[src/rtl/isp_ycbcr_binarize.sv]
// RGB565 -> Cb/Cr threshold mask with delay-matched sync/pixel forwarding (4-cycle pipeline).
// Optional previous-frame foreground pixel counter enabled by defining ISP_BIN_PIX_CNT_EN.
module isp_ycbcr_binarize #(
  parameter int LATENCY = 4,
  parameter int CNT_W   = 20
) (
  input  logic             vtc_clk,
  input  logic             vtc_rstn,
  input  logic             pre_hs,
  input  logic             pre_vs,
  input  logic             pre_wr_en,
  input  logic [15:0]      pre_rgb565,
  input  logic [7:0]       cb_min,
  input  logic [7:0]       cb_max,
  input  logic [7:0]       cr_min,
  input  logic [7:0]       cr_max,
  output logic             isp_href,
  output logic             isp_vsync,
  output logic             isp_wr_en,
  output logic             isp_1bit_out,
  output logic [15:0]      syn_data,
  output logic [CNT_W-1:0] fg_count,
  output logic             fg_count_vld
);

  function automatic logic in_rng(input logic [7:0] v, input logic [7:0] lo, input logic [7:0] hi);
    return (v >= lo) && (v <= hi);
  endfunction

  logic        r_vs_d;
  logic        w_vs_rise;
  logic [7:0]  r_cb_min_s, r_cb_max_s, r_cr_min_s, r_cr_max_s;
  logic [18:0] r_ctl_sr [LATENCY];
  logic [31:0] r_thr_p1, r_thr_p2, r_thr_p3;
  logic [7:0]  r_r8_p1, r_g8_p1, r_b8_p1;
  logic [15:0] r_r43_p2, r_g85_p2, r_b128_p2, r_r128_p2, r_g107_p2, r_b21_p2;
  logic [7:0]  r_cb_p3, r_cr_p3;
  logic        r_mask_p4;

  assign w_vs_rise = pre_vs & ~r_vs_d;

  // Shadows reload only at frame start so a frame is binarized with one threshold set
  always_ff @(posedge vtc_clk or negedge vtc_rstn) begin
    if (!vtc_rstn) begin
      r_vs_d     <= 1'b0;
      r_cb_min_s <= 8'd77;
      r_cb_max_s <= 8'd127;
      r_cr_min_s <= 8'd133;
      r_cr_max_s <= 8'd173;
    end else begin
      r_vs_d <= pre_vs;
      if (w_vs_rise) begin
        r_cb_min_s <= cb_min;
        r_cb_max_s <= cb_max;
        r_cr_min_s <= cr_min;
        r_cr_max_s <= cr_max;
      end
    end
  end

  always_ff @(posedge vtc_clk or negedge vtc_rstn) begin
    if (!vtc_rstn) begin
      for (int i = 0; i < LATENCY; i++) r_ctl_sr[i] <= '0;
    end else begin
      r_ctl_sr[0] <= {pre_hs, pre_vs, pre_wr_en, pre_rgb565};
      for (int i = 1; i < LATENCY; i++) r_ctl_sr[i] <= r_ctl_sr[i-1];
    end
  end

  // Thresholds ride with the pixel, so a pixel coincident with the vsync edge keeps the old set
  always_ff @(posedge vtc_clk or negedge vtc_rstn) begin
    if (!vtc_rstn) begin
      r_thr_p1  <= '0;
      r_r8_p1   <= '0;
      r_g8_p1   <= '0;
      r_b8_p1   <= '0;
      r_thr_p2  <= '0;
      r_r43_p2  <= '0;
      r_g85_p2  <= '0;
      r_b128_p2 <= '0;
      r_r128_p2 <= '0;
      r_g107_p2 <= '0;
      r_b21_p2  <= '0;
      r_thr_p3  <= '0;
      r_cb_p3   <= '0;
      r_cr_p3   <= '0;
      r_mask_p4 <= 1'b0;
    end else begin
      // stage 1: 565 -> 888
      r_thr_p1  <= {r_cb_min_s, r_cb_max_s, r_cr_min_s, r_cr_max_s};
      r_r8_p1   <= {pre_rgb565[15:11], pre_rgb565[15:13]};
      r_g8_p1   <= {pre_rgb565[10:5],  pre_rgb565[10:9]};
      r_b8_p1   <= {pre_rgb565[4:0],   pre_rgb565[4:2]};
      // stage 2: products
      r_thr_p2  <= r_thr_p1;
      r_r43_p2  <= 16'(r_r8_p1) * 16'd43;
      r_g85_p2  <= 16'(r_g8_p1) * 16'd85;
      r_b128_p2 <= {1'b0, r_b8_p1, 7'd0};
      r_r128_p2 <= {1'b0, r_r8_p1, 7'd0};
      r_g107_p2 <= 16'(r_g8_p1) * 16'd107;
      r_b21_p2  <= 16'(r_b8_p1) * 16'd21;
      // stage 3: sums stay within 128..65408, so modulo-2^16 arithmetic is exact
      r_thr_p3  <= r_thr_p2;
      r_cb_p3   <= 8'((16'd32768 - r_r43_p2 - r_g85_p2 + r_b128_p2) >> 8);
      r_cr_p3   <= 8'((16'd32768 + r_r128_p2 - r_g107_p2 - r_b21_p2) >> 8);
      // stage 4: window test
      r_mask_p4 <= r_ctl_sr[LATENCY-2][16]
                 & in_rng(r_cb_p3, r_thr_p3[31:24], r_thr_p3[23:16])
                 & in_rng(r_cr_p3, r_thr_p3[15:8],  r_thr_p3[7:0]);
    end
  end

  assign isp_href     = r_ctl_sr[LATENCY-1][18];
  assign isp_vsync    = r_ctl_sr[LATENCY-1][17];
  assign isp_wr_en    = r_ctl_sr[LATENCY-1][16];
  assign syn_data     = r_ctl_sr[LATENCY-1][15:0];
  assign isp_1bit_out = r_mask_p4;

`ifdef ISP_BIN_PIX_CNT_EN
  logic             r_vsync_d;
  logic             r_fg_vld;
  logic [CNT_W-1:0] r_cnt;
  logic [CNT_W-1:0] r_fg_count;
  logic             w_evt;
  logic             w_vsync_rise;

  assign w_evt        = isp_wr_en & isp_1bit_out;
  assign w_vsync_rise = isp_vsync & ~r_vsync_d;

  // An event on the vsync-edge cycle belongs to the new frame
  always_ff @(posedge vtc_clk or negedge vtc_rstn) begin
    if (!vtc_rstn) begin
      r_vsync_d  <= 1'b0;
      r_fg_vld   <= 1'b0;
      r_cnt      <= '0;
      r_fg_count <= '0;
    end else begin
      r_vsync_d <= isp_vsync;
      r_fg_vld  <= w_vsync_rise;
      if (w_vsync_rise) begin
        r_fg_count <= r_cnt;
        r_cnt      <= w_evt ? CNT_W'(1) : '0;
      end else if (w_evt && (r_cnt != '1)) begin
        r_cnt <= r_cnt + CNT_W'(1);
      end
    end
  end

  assign fg_count     = r_fg_count;
  assign fg_count_vld = r_fg_vld;
`else
  assign fg_count     = '0;
  assign fg_count_vld = 1'b0;
`endif

endmodule

[config.mk]
export PLATFORM = sky130hd
export DESIGN_NAME = isp_ycbcr_binarize
export DESIGN_NICKNAME = d
export VERILOG_FILES = /design/src/rtl/isp_ycbcr_binarize.sv
export SDC_FILE = /design/constraint.sdc
export NUM_CORES = 1
export LEC_CHECK = 0
export CORE_MARGIN = 2
export CORE_UTILIZATION = 60
export CTS_BUF_LIST = sky130_fd_sc_hd__clkbuf_8
export DETAILED_ROUTE_END_ITERATION = 8
export GPL_TIMING_DRIVEN = 0
export PLACE_DENSITY = 0.83
export SETUP_SLACK_MARGIN = 0.05
export SLEW_MARGIN = 20
export SYNTH_ARGS = -nofsm -noshare
export SYNTH_HDL_FRONTEND = slang
export SYNTH_SLANG_ARGS = --single-unit
[constraint.sdc]
create_clock -name vtc_clk -period 5.2 [get_ports vtc_clk]
set_input_delay 1.3 -clock vtc_clk [delete_from_list [all_inputs] [get_ports vtc_clk]]
set_output_delay 1.3 -clock vtc_clk [all_outputs]
set_load 0.1 [all_outputs]
==> metrics.json, run 1 <==
{
  "cts": {
    "cts_resized": 0,
    "cts.hold.buffers_added": 0,
    "clock_tree_root_buffer_cell": "clkbuf_8",
    "worst_setup_hold_path_clk_slew_ns": 0.06,
    "cts.sink_count": 272,
    "clockBufferDepth": 3,
    "tritoncts_clock_tree": "built",
    "insertion_delay_ns": 0.57,
    "postCtsSetupRepairBufs": 0,
    "h-tree-depth": 2,
    "cts_made_buffers": 44
  },
  "route": {
    "vias": 7622,
    "detail_route.iter0.violations": 292,
    "post-route-drc-count": 0,
    "routed_wl_microns": 23930,
    "detail-route-antenna-nets": 0,
    "route.detailed.vias_per_inst": 5.105,
    "detail_route.wl_per_cell_microns": 16.03,
    "drt-pass1-iter-count": 4
  },
  "flow_run": {
    "max-cap-violations": 0
  },
  "floorplan": {
    "top_level_ports": 94,
    "design.die.area_sq_mm": 0.02332,
    "fp.dieW_microns": 152.7,
    "dieHeight_microns": 152.7,
    "core_area_sq_mm": 0.02176,
    "initial_core_util_pct": 61.00,
    "std_cell_rows": 54
  },
  "min_path": {
    "min-delay-path-class": "register to register"
  },
  "place": {
    "dp_hpwl_microns": 17860,
    "final_wtd_congestion": 0.8399,
    "numPortBuffers": 72,
    "postPlaceCellArea_sq_mm": 0.01451
  },
  "timing": {
    "post-route-min-period_ns": 4.478,
    "skew_final_ns": 0.03673,
    "worst_hold_slack_ns": 0.3316,
    "final_max_slew_viol_count": 0,
    "rsz_0062_raised_after_global_routing": "no",
    "worst-slew-pin-transition_ns": 0.9775,
    "slew-limit-headroom_pct": 34.63,
    "timing.fmax_mhz": 223.3,
    "hold_violations": 0,
    "setup_violations": 0,
    "fin_crit_sh_pct": 86.11
  },
  "synth": {
    "synthArstFlopShare_pct": 100.0,
    "syn_area_sq_mm": 0.01327,
    "ys_seq_area_share_pct": 51.47,
    "yosys_warnings": 0,
    "synth_flop_cell": "dfrtp_1",
    "synth_edf_count": 0,
    "syn-mean-instance-area_sq_um": 12.79,
    "synth_cell_type_count": 50,
    "yosys_reg_bits": 272,
    "netlist_instances": 1038
  },
  "setup_path": {
    "setup.worst_path.class": "register to register",
    "timing.critical_path.from_type": "register",
    "crit_arrival_ns": 4.93,
    "critical_path.max_fanout": 9,
    "worst_ep_required_time_ns": 5.66,
    "worstSetupEndpointType": "register"
  },
  "power_and_ir_drop": {
    "netSwitchingFraction_pct": 34.85,
    "cellLeakagePower_nw": 7.934,
    "ir_drop_worst_case_vdd_v": 0.0002604,
    "cellInternalPower_mw": 5.169,
    "clkPwrFrac_pct": 26.6,
    "power.density_cell_area_mw_per_mm2": 510.1,
    "post-layout-total-power_mw": 7.934,
    "total_switching_power_mw": 2.765,
    "power.share.sequential_pct": 34.8,
    "power_frac_comb_pct": 38.6
  },
  "finish": {
    "layout-drive-gt1-share_pct": 14.34,
    "nNetsFinal": 1472,
    "postLayoutCellArea_sq_mm": 0.01555,
    "final_core_utilization_pct": 71.50,
    "antenna_cells_inserted": 0,
    "layout-area-overhead-vs-synth_pct": 17.21
  },
  "global_routing": {
    "globalRouteOverflowTotal": 0,
    "pin_count_of_the_biggest_net_entering_global_routing": 92,
    "grt_use_met3_pct": 3.953,
    "grt_pass1_wl_microns": 39810,
    "global_route_hottest_layer": "met2",
    "antenna_found_initial": 0,
    "gr-usage-met1_pct": 28.21,
    "met2_use_gr_pct": 36.30,
    "number_of_global_route_vias_before_repair": 8187,
    "global_route.usage.total_pct": 21.41
  },
  "outcome": {
    "run_status": "finished clean"
  }
}
==> path summary, 6_finish.rpt <==
| path | cells after the start | endpoint | slack (ns) | startpoint |
|---|---|---|---|---|
| min in group asynchronous | 1 | r_thr_p1[11]$_DFF_PN0_ | 0.60 | vtc_rstn |
| setup reg to reg | 15 | r_g107_p2[13]$_DFF_PN0_ | 0.72 | r_g8_p1[6]$_DFF_PN0_ |
| hold reg to reg | 0 | syn_data[6]$_DFF_PN0_ | 0.33 | r_ctl_sr[25]$_DFF_PN0_ |
| hold / removal | 0 | syn_data[6]$_DFF_PN0_ | 0.33 | r_ctl_sr[25]$_DFF_PN0_ |
| setup / recovery | 15 | r_g107_p2[13]$_DFF_PN0_ | 0.72 | r_g8_p1[6]$_DFF_PN0_ |
| max in group asynchronous | 3 | r_cb_min_s[0]$_DFFE_PN1P_ | 3.44 | vtc_rstn |
==> cells by family (layout without fill, tap and decap cells) <==
group / count (synthesis) / after routing / synth area share, %
AO/OA/AOI/OAI: 127 / 127 / 6.175
other: 1 / 21 / 0.02826
XOR/XNOR: 54 / 54 / 3.564
multiplexers: 32 / 32 / 2.715
AND/OR/NAND/NOR: 99 / 99 / 3.922
flip-flops: 272 / 272 / 51.47
adder cells (fa/ha/maj): 240 / 240 / 25.06
buffers and inverters: 213 / 368 / 7.071
==> synth_stat cells (4+ instances only) <==
cell      instances  area share, %
nor2b_1          12           0.57
a21oi_1          39            1.5
inv_1           172            4.9
nand2b_1         10           0.47
buf_4            37            2.1
a21o_1           24            1.4
mux2_2           32            2.7
nor2_1           24           0.68
or3_1             5           0.24
nand2_1          12           0.34
fa_1             43            6.5
o31ai_1           4           0.23
xor2_1           17            1.1
o21a_1           10           0.57
dfstp_2          19            3.8
a311oi_1          4           0.26
nand4_1           7           0.33
xnor2_1          37            2.4
ha_1            197             19
nand3_1           7           0.26
dfrtp_1         253             48
o21ai_0          21           0.79
nor3_1           11           0.41
==> worst max-delay path, cell delays in order (launching register included) <==
cell and delay, ns:
dfrtp_1 0.58, inv_1 0.25, ha_1 0.34, inv_1 0.09, ha_1 0.31, inv_1 0.06, fa_1 0.50, fa_1 0.52
inv_1 0.05, ha_1 0.24, or2_2 0.33, or3_1 0.32, o221a_2 0.27, o21ai_1 0.18, a21oi_1 0.10, xor2_1 0.25
==> stage by stage <==
stage | setup TNS [ns] | worst slack [ns] | cells
5_1_grt | 0 | 0.5002 | 1493
4_1_cts | 0 | 0.6847 | 1493
6_report | 0 | 0.7223 | 1493
2_1_floorplan | 0 | 1.163 | 1058
3_5_place_dp | 0 | 0.6765 | 1413
3_3_place_gp | -2088.36 | -7.938 | 1410
==> power groups by stage <==
stage                     clock network (mW)  registers, mW  logic, mW
after floorplan                            0           2.72       2.33
after global placement                     0           2.79       2.87
after detailed placement                   0           2.80       3.01
after CTS                               2.16           2.76       3.08
after global routing                    2.26           2.80       3.46
final                                   2.11           2.76       3.06
==> flip-flops by register name (all words and copies together), names as in the netlist, 11 cells and up <==
| signal | cells |
|---|---|
| syn_data | 16 |
| r_thr_p2 | 32 |
| r_g85_p2 | 13 |
| r_thr_p3 | 32 |
| r_ctl_sr | 41 |
| r_b21_p2 | 11 |
| r_thr_p1 | 32 |
| r_g107_p2 | 14 |
| r_r43_p2 | 13 |
==> cell type report <==
class	count	area, sq um
Clock inverter	19	210.2
Timing Repair Buffer	75	808.3
Fill cell	1448	6201
Inverter	172	645.6
Sequential cell	272	6830
Buffer	41	292.8
Clock buffer	61	839.6
Multi-Input combinational cell	573	5578
Tap cell	280	350.3
==> cell usage in the layout (no fill, tap or decap), types with 24 or more instances in the layout <==
master and instances:
ha_1 197, mux2_2 32, xnor2_1 37, fa_1 43
clkdlybuf4s50_1 71, inv_1 178, clkbuf_8 61, nor2_1 24
buf_4 37, dfrtp_1 253, a21o_1 24, a21oi_1 39
==> metal layers <==
| layer | share of wire, % | up-vias |
|---|---|---|
| met1 | 44 | 3761 |
| met3 | 4.2 | 45 |
| li1 | - | 3662 |
| met5 | 0 | - |
| met4 | 2.6 | 0 |
| met2 | 49 | 154 |
No activity file was read; power rests on OpenSTA's default activity.
==> inputs of run 2 (changes only) <==
--- a/config.mk
+++ b/config.mk
@@ -5,12 +5,14 @@
 export SDC_FILE = /design/constraint.sdc
 export NUM_CORES = 1
 export LEC_CHECK = 0
+export CELL_PAD_IN_SITES_DETAIL_PLACEMENT = 0
+export CELL_PAD_IN_SITES_GLOBAL_PLACEMENT = 1
 export CORE_MARGIN = 2
-export CORE_UTILIZATION = 60
+export CORE_UTILIZATION = 50
 export CTS_BUF_LIST = sky130_fd_sc_hd__clkbuf_8
 export DETAILED_ROUTE_END_ITERATION = 8
 export GPL_TIMING_DRIVEN = 0
-export PLACE_DENSITY = 0.83
+export PLACE_DENSITY = 0.84
 export SETUP_SLACK_MARGIN = 0.05
 export SLEW_MARGIN = 20
 export SYNTH_ARGS = -nofsm -noshare
==> run 2 against run 1 <==
  * Final area decreased by 0.50%
  * Non-clock buffer count decreased by 1
  * Combinational power is 2% lower
  * Die area up 19%
  * Clock power decreased by 11%
  * First-iteration DRC count fell by 21%
  * Worst hold slack better by 0.0061 ns
  * Register-to-register slack improved by 0.06 ns
  * Critical path type unchanged
  * Critical endpoint is now r_g85_p2[14]$_DFF_PN0_
==> metrics.json, run 2 (synthesized netlist as in run 1, its figures left out) <==
{
  "min_path": {
    "hold_path.startpoint": "r_thr_p2[28]$_DFF_PN0_",
    "min-delay-path-class": "register to register"
  },
  "timing": {
    "rsz_0062_raised_after_global_routing": "no",
    "post-route-worst-setup-slack": {"value": 0.7774, "unit": "ns", "change": "+0.05507 ns"},
    "worst-slew-pin-transition": {"value": 0.9725, "unit": "ns", "change": "-0.004968 ns"},
    "timing.fmax": {"value": 226.1, "unit": "MHz", "change": "+1.2%"},
    "post-route-min-period": {"value": 4.423, "unit": "ns", "change": "-0.05507 ns"},
    "skew_final": {"value": 0.02822, "unit": "ns", "change": "-0.008501 ns"},
    "fin_crit_sh": {"value": 85.05, "unit": "%", "change": "-1.1 points"},
    "hold_violations": {"value": 0, "change": "unchanged"},
    "setup_violations": {"value": 0, "change": "unchanged"},
    "final_max_slew_viol_count": {"value": 0, "change": "unchanged"},
    "slew-limit-headroom": {"value": 34.96, "unit": "%", "change": "+0.33 points"}
  },
  "finish": {
    "largest_register": "r_ctl_sr",
    "final_cell_count_no_fill": {"value": 1548, "change": "+3.7%"},
    "n_fill_cell": {"value": 2138, "change": "+48%"},
    "postLayoutCellArea": {"value": 0.01548, "unit": "sq mm", "change": "-0.50%"},
    "layout_commonest_cell": "dfrtp_1",
    "most-common-layout-cells": "dfrtp_1 (253), ha_1 (197), inv_1 (190)",
    "layout-drive-gt1-share": {"value": 13.36, "unit": "%", "change": "-0.99 points"},
    "final_core_utilization": {"value": 59.39, "unit": "%", "change": "-12 points"},
    "largest_reg_flops": {"value": 41, "change": "unchanged"},
    "multi_input_comb_area": {"value": 0.005578, "unit": "sq mm", "change": "unchanged"},
    "antenna_cells_inserted": {"value": 0, "change": "unchanged"},
    "sequential_cell_area": {"value": 0.006830, "unit": "sq mm", "change": "unchanged"},
    "layout-area-overhead-vs-synth_pct": 16.62,
    "nNetsFinal": {"value": 1471, "change": "-0.068%"}
  },
  "setup_path": {
    "timing.critical_path.from_type": "register",
    "critical_path.max_fanout": {"value": 10, "change": "+1"},
    "setup.worst_path.class": "register to register",
    "worst_ep_required_time": {"value": 5.67, "unit": "ns", "change": "about the same"},
    "crit_arrival": {"value": 4.89, "unit": "ns", "change": "-0.04 ns"},
    "crit_start": "r_g8_p1[1]$_DFF_PN0_",
    "worstReg2RegStart": "r_g8_p1[1]$_DFF_PN0_",
    "worstSetupEndpointType": "register"
  },
  "global_routing": {
    "pin_count_of_the_biggest_net_entering_global_routing": {"value": 102, "change": "+11%"},
    "globalRouteOverflowTotal": {"value": 0, "change": "unchanged"},
    "antenna_found_initial": {"value": 0, "change": "unchanged"},
    "global_route.usage.total": {"value": 16.58, "unit": "%", "change": "-4.8 points"},
    "number_of_global_route_vias_before_repair": {"value": 7915, "change": "-3.3%"},
    "grt_pass1_wl": {"value": 37440, "unit": "microns", "change": "-6.0%"}
  },
  "floorplan": {
    "core_area": {"value": 0.02606, "unit": "sq mm", "change": "+20%"},
    "design.die.area": {"value": 0.02786, "unit": "sq mm", "change": "+19%"},
    "initial_core_util": {"value": 50.93, "unit": "%", "change": "-10 points"},
    "fp.dieW": {"value": 166.9, "unit": "microns", "change": "+9.3%"},
    "top_level_ports": {"value": 94, "change": "unchanged"},
    "std_cell_rows": {"value": 59, "change": "+9.3%"},
    "dieHeight": {"value": 166.9, "unit": "microns", "change": "+9.3%"}
  },
  "place": {
    "place_worst_setup_slack": {"value": 0.7678, "unit": "ns", "change": "+0.09131 ns"},
    "dp_hpwl": {"value": 16380, "unit": "microns", "change": "-8.3%"},
    "final_wtd_congestion": {"value": 0.8252, "change": "-1.8%"},
    "postPlaceCellArea": {"value": 0.01455, "unit": "sq mm", "change": "+0.28%"},
    "place.detailed.instances": {"value": 1467, "change": "+3.8%"},
    "numPortBuffers": {"value": 72, "change": "unchanged"}
  },
  "cts": {
    "clockBufferDepth": {"value": 3, "change": "unchanged"},
    "clock_tree_root_buffer_cell": "clkbuf_8",
    "cts_made_buffers": {"value": 44, "change": "unchanged"},
    "postCtsSetupRepairBufs": {"value": 0, "change": "unchanged"},
    "tritoncts_clock_tree": "built",
    "insertion_delay": {"value": 0.56, "unit": "ns", "change": "about the same"},
    "cts_resized": {"value": 0, "change": "unchanged"},
    "cts.hold.buffers_added": {"value": 0, "change": "unchanged"},
    "h-tree-depth": {"value": 2, "change": "unchanged"},
    "cts.sink_count": {"value": 272, "change": "unchanged"},
    "worst_setup_hold_path_clk_slew": {"value": 0.06, "unit": "ns", "change": "about the same"}
  },
  "flow_run": {
    "max-cap-violations": {"value": 0, "change": "unchanged"}
  },
  "power_and_ir_drop": {
    "total_switching_power": {"value": 2.658, "unit": "mW", "change": "-3.9%"},
    "cellInternalPower": {"value": 4.948, "unit": "mW", "change": "-4.3%"},
    "power.density_cell_area": {"value": 491.4, "unit": "mW/mm^2", "change": "-3.7%"},
    "clkPwrFrac": {"value": 24.6, "unit": "%", "change": "-2.0 points"},
    "cellLeakagePower": {"value": 7.904, "unit": "nW", "change": "-0.39%"},
    "ir_drop_worst_case_vdd": {"value": 0.0002893, "unit": "V", "change": "+11%"},
    "netSwitchingFraction": {"value": 34.94, "unit": "%", "change": "+0.089 points"},
    "post-layout-total-power": {"value": 7.606, "unit": "mW", "change": "-4.1%"},
    "power.share.sequential": {"value": 35.9, "unit": "%", "change": "+1.1 points"},
    "power_frac_comb": {"value": 39.5, "unit": "%", "change": "+0.9 points"}
  },
  "route": {
    "drt-pass1-iter-count": {"value": 4, "change": "unchanged"},
    "routed_wl": {"value": 21530, "unit": "microns", "change": "-10%"},
    "detail_route.iter0.violations": {"value": 230, "change": "-21%"},
    "route.detailed.vias_per_inst": {"value": 4.786, "change": "-6.3%"},
    "vias": {"value": 7408, "change": "-2.8%"},
    "detail_route.wl_per_cell": {"value": 13.91, "unit": "microns", "change": "-13%"},
    "detail-route-antenna-nets": {"value": 0, "change": "unchanged"},
    "post-route-drc-count": {"value": 0, "change": "unchanged"}
  },
  "outcome": {
    "run_status": "finished clean"
  }
}
run 2: cell count changes in the layout (fill, tap and decap cells not counted):
cell / previous run / this run
buf_16: 3 / 2
inv_1: 178 / 190
clkinv_8: 0 / 1
clkinvlp_4: 2 / 1
clkinv_2: 5 / 4
clkbuf_8: 61 / 54
bufinv_16: 4 / 2
inv_8: 1 / 0
run 2: metrics by stage:
stage	hold slack (ns)	setup TNS, ns
after CTS	0.3337	0
final	0.3378	0
after global routing	0.3430	0
after detailed placement	0.3347	0
after global placement	0.3312	-2124.74
after floorplan	0.3312	0
run 2: power groups by stage:
stage                     clock network (mW)  registers, mW  logic [mW]
final                                   1.87           2.73        3.01
after global routing                    2.04           2.77        3.45
after CTS                               1.93           2.74        3.05
after detailed placement                   0           2.78        3.01
after global placement                     0           2.77        2.95
after floorplan                            0           2.72        2.33
run 2: path summary, 6_finish.rpt:
kind	endpoint	slack, ns	depth (start not counted)
hold reg to reg	r_thr_p3[28]$_DFF_PN0_	0.34	0
hold / removal	r_thr_p3[28]$_DFF_PN0_	0.34	0
min in group asynchronous	r_ctl_sr[56]$_DFF_PN0_	0.75	1
setup / recovery	r_g85_p2[14]$_DFF_PN0_	0.78	15
setup reg to reg	r_g85_p2[14]$_DFF_PN0_	0.78	15
max in group asynchronous	r_g107_p2[13]$_DFF_PN0_	3.16	3
run 2: metal layers:
layer / vias up / GRT usage [%] / wire length, microns
met5: - / 0 / 0
met4: 0 / 5.660 / 556
met3: 48 / 2.923 / 837
met2: 124 / 28.52 / 10810
met1: 3579 / 21.27 / 9331
li1: 3657 / - / -
run 2: layout make-up:
type,count,share of cell area [%]
Timing Repair Buffer,74,5.044
Tap cell,335,2.708
Multi-Input combinational cell,573,36.04
Clock buffer,54,4.802
Clock inverter,27,1.213
Inverter,172,4.171
Sequential cell,272,44.13
Buffer,41,1.892
run 2: worst max-delay path, stage by stage, from the launching register on:
cell and delay (ns):
dfrtp_1 0.58, ha_1 0.43, inv_1 0.07, fa_1 0.51
inv_1 0.07, ha_1 0.37, inv_1 0.08, fa_1 0.50
inv_1 0.05, ha_1 0.34, a21boi_1 0.16, o31a_1 0.26
or4_4 0.42, a31o_1 0.23, a21oi_2 0.14, xnor2_1 0.13
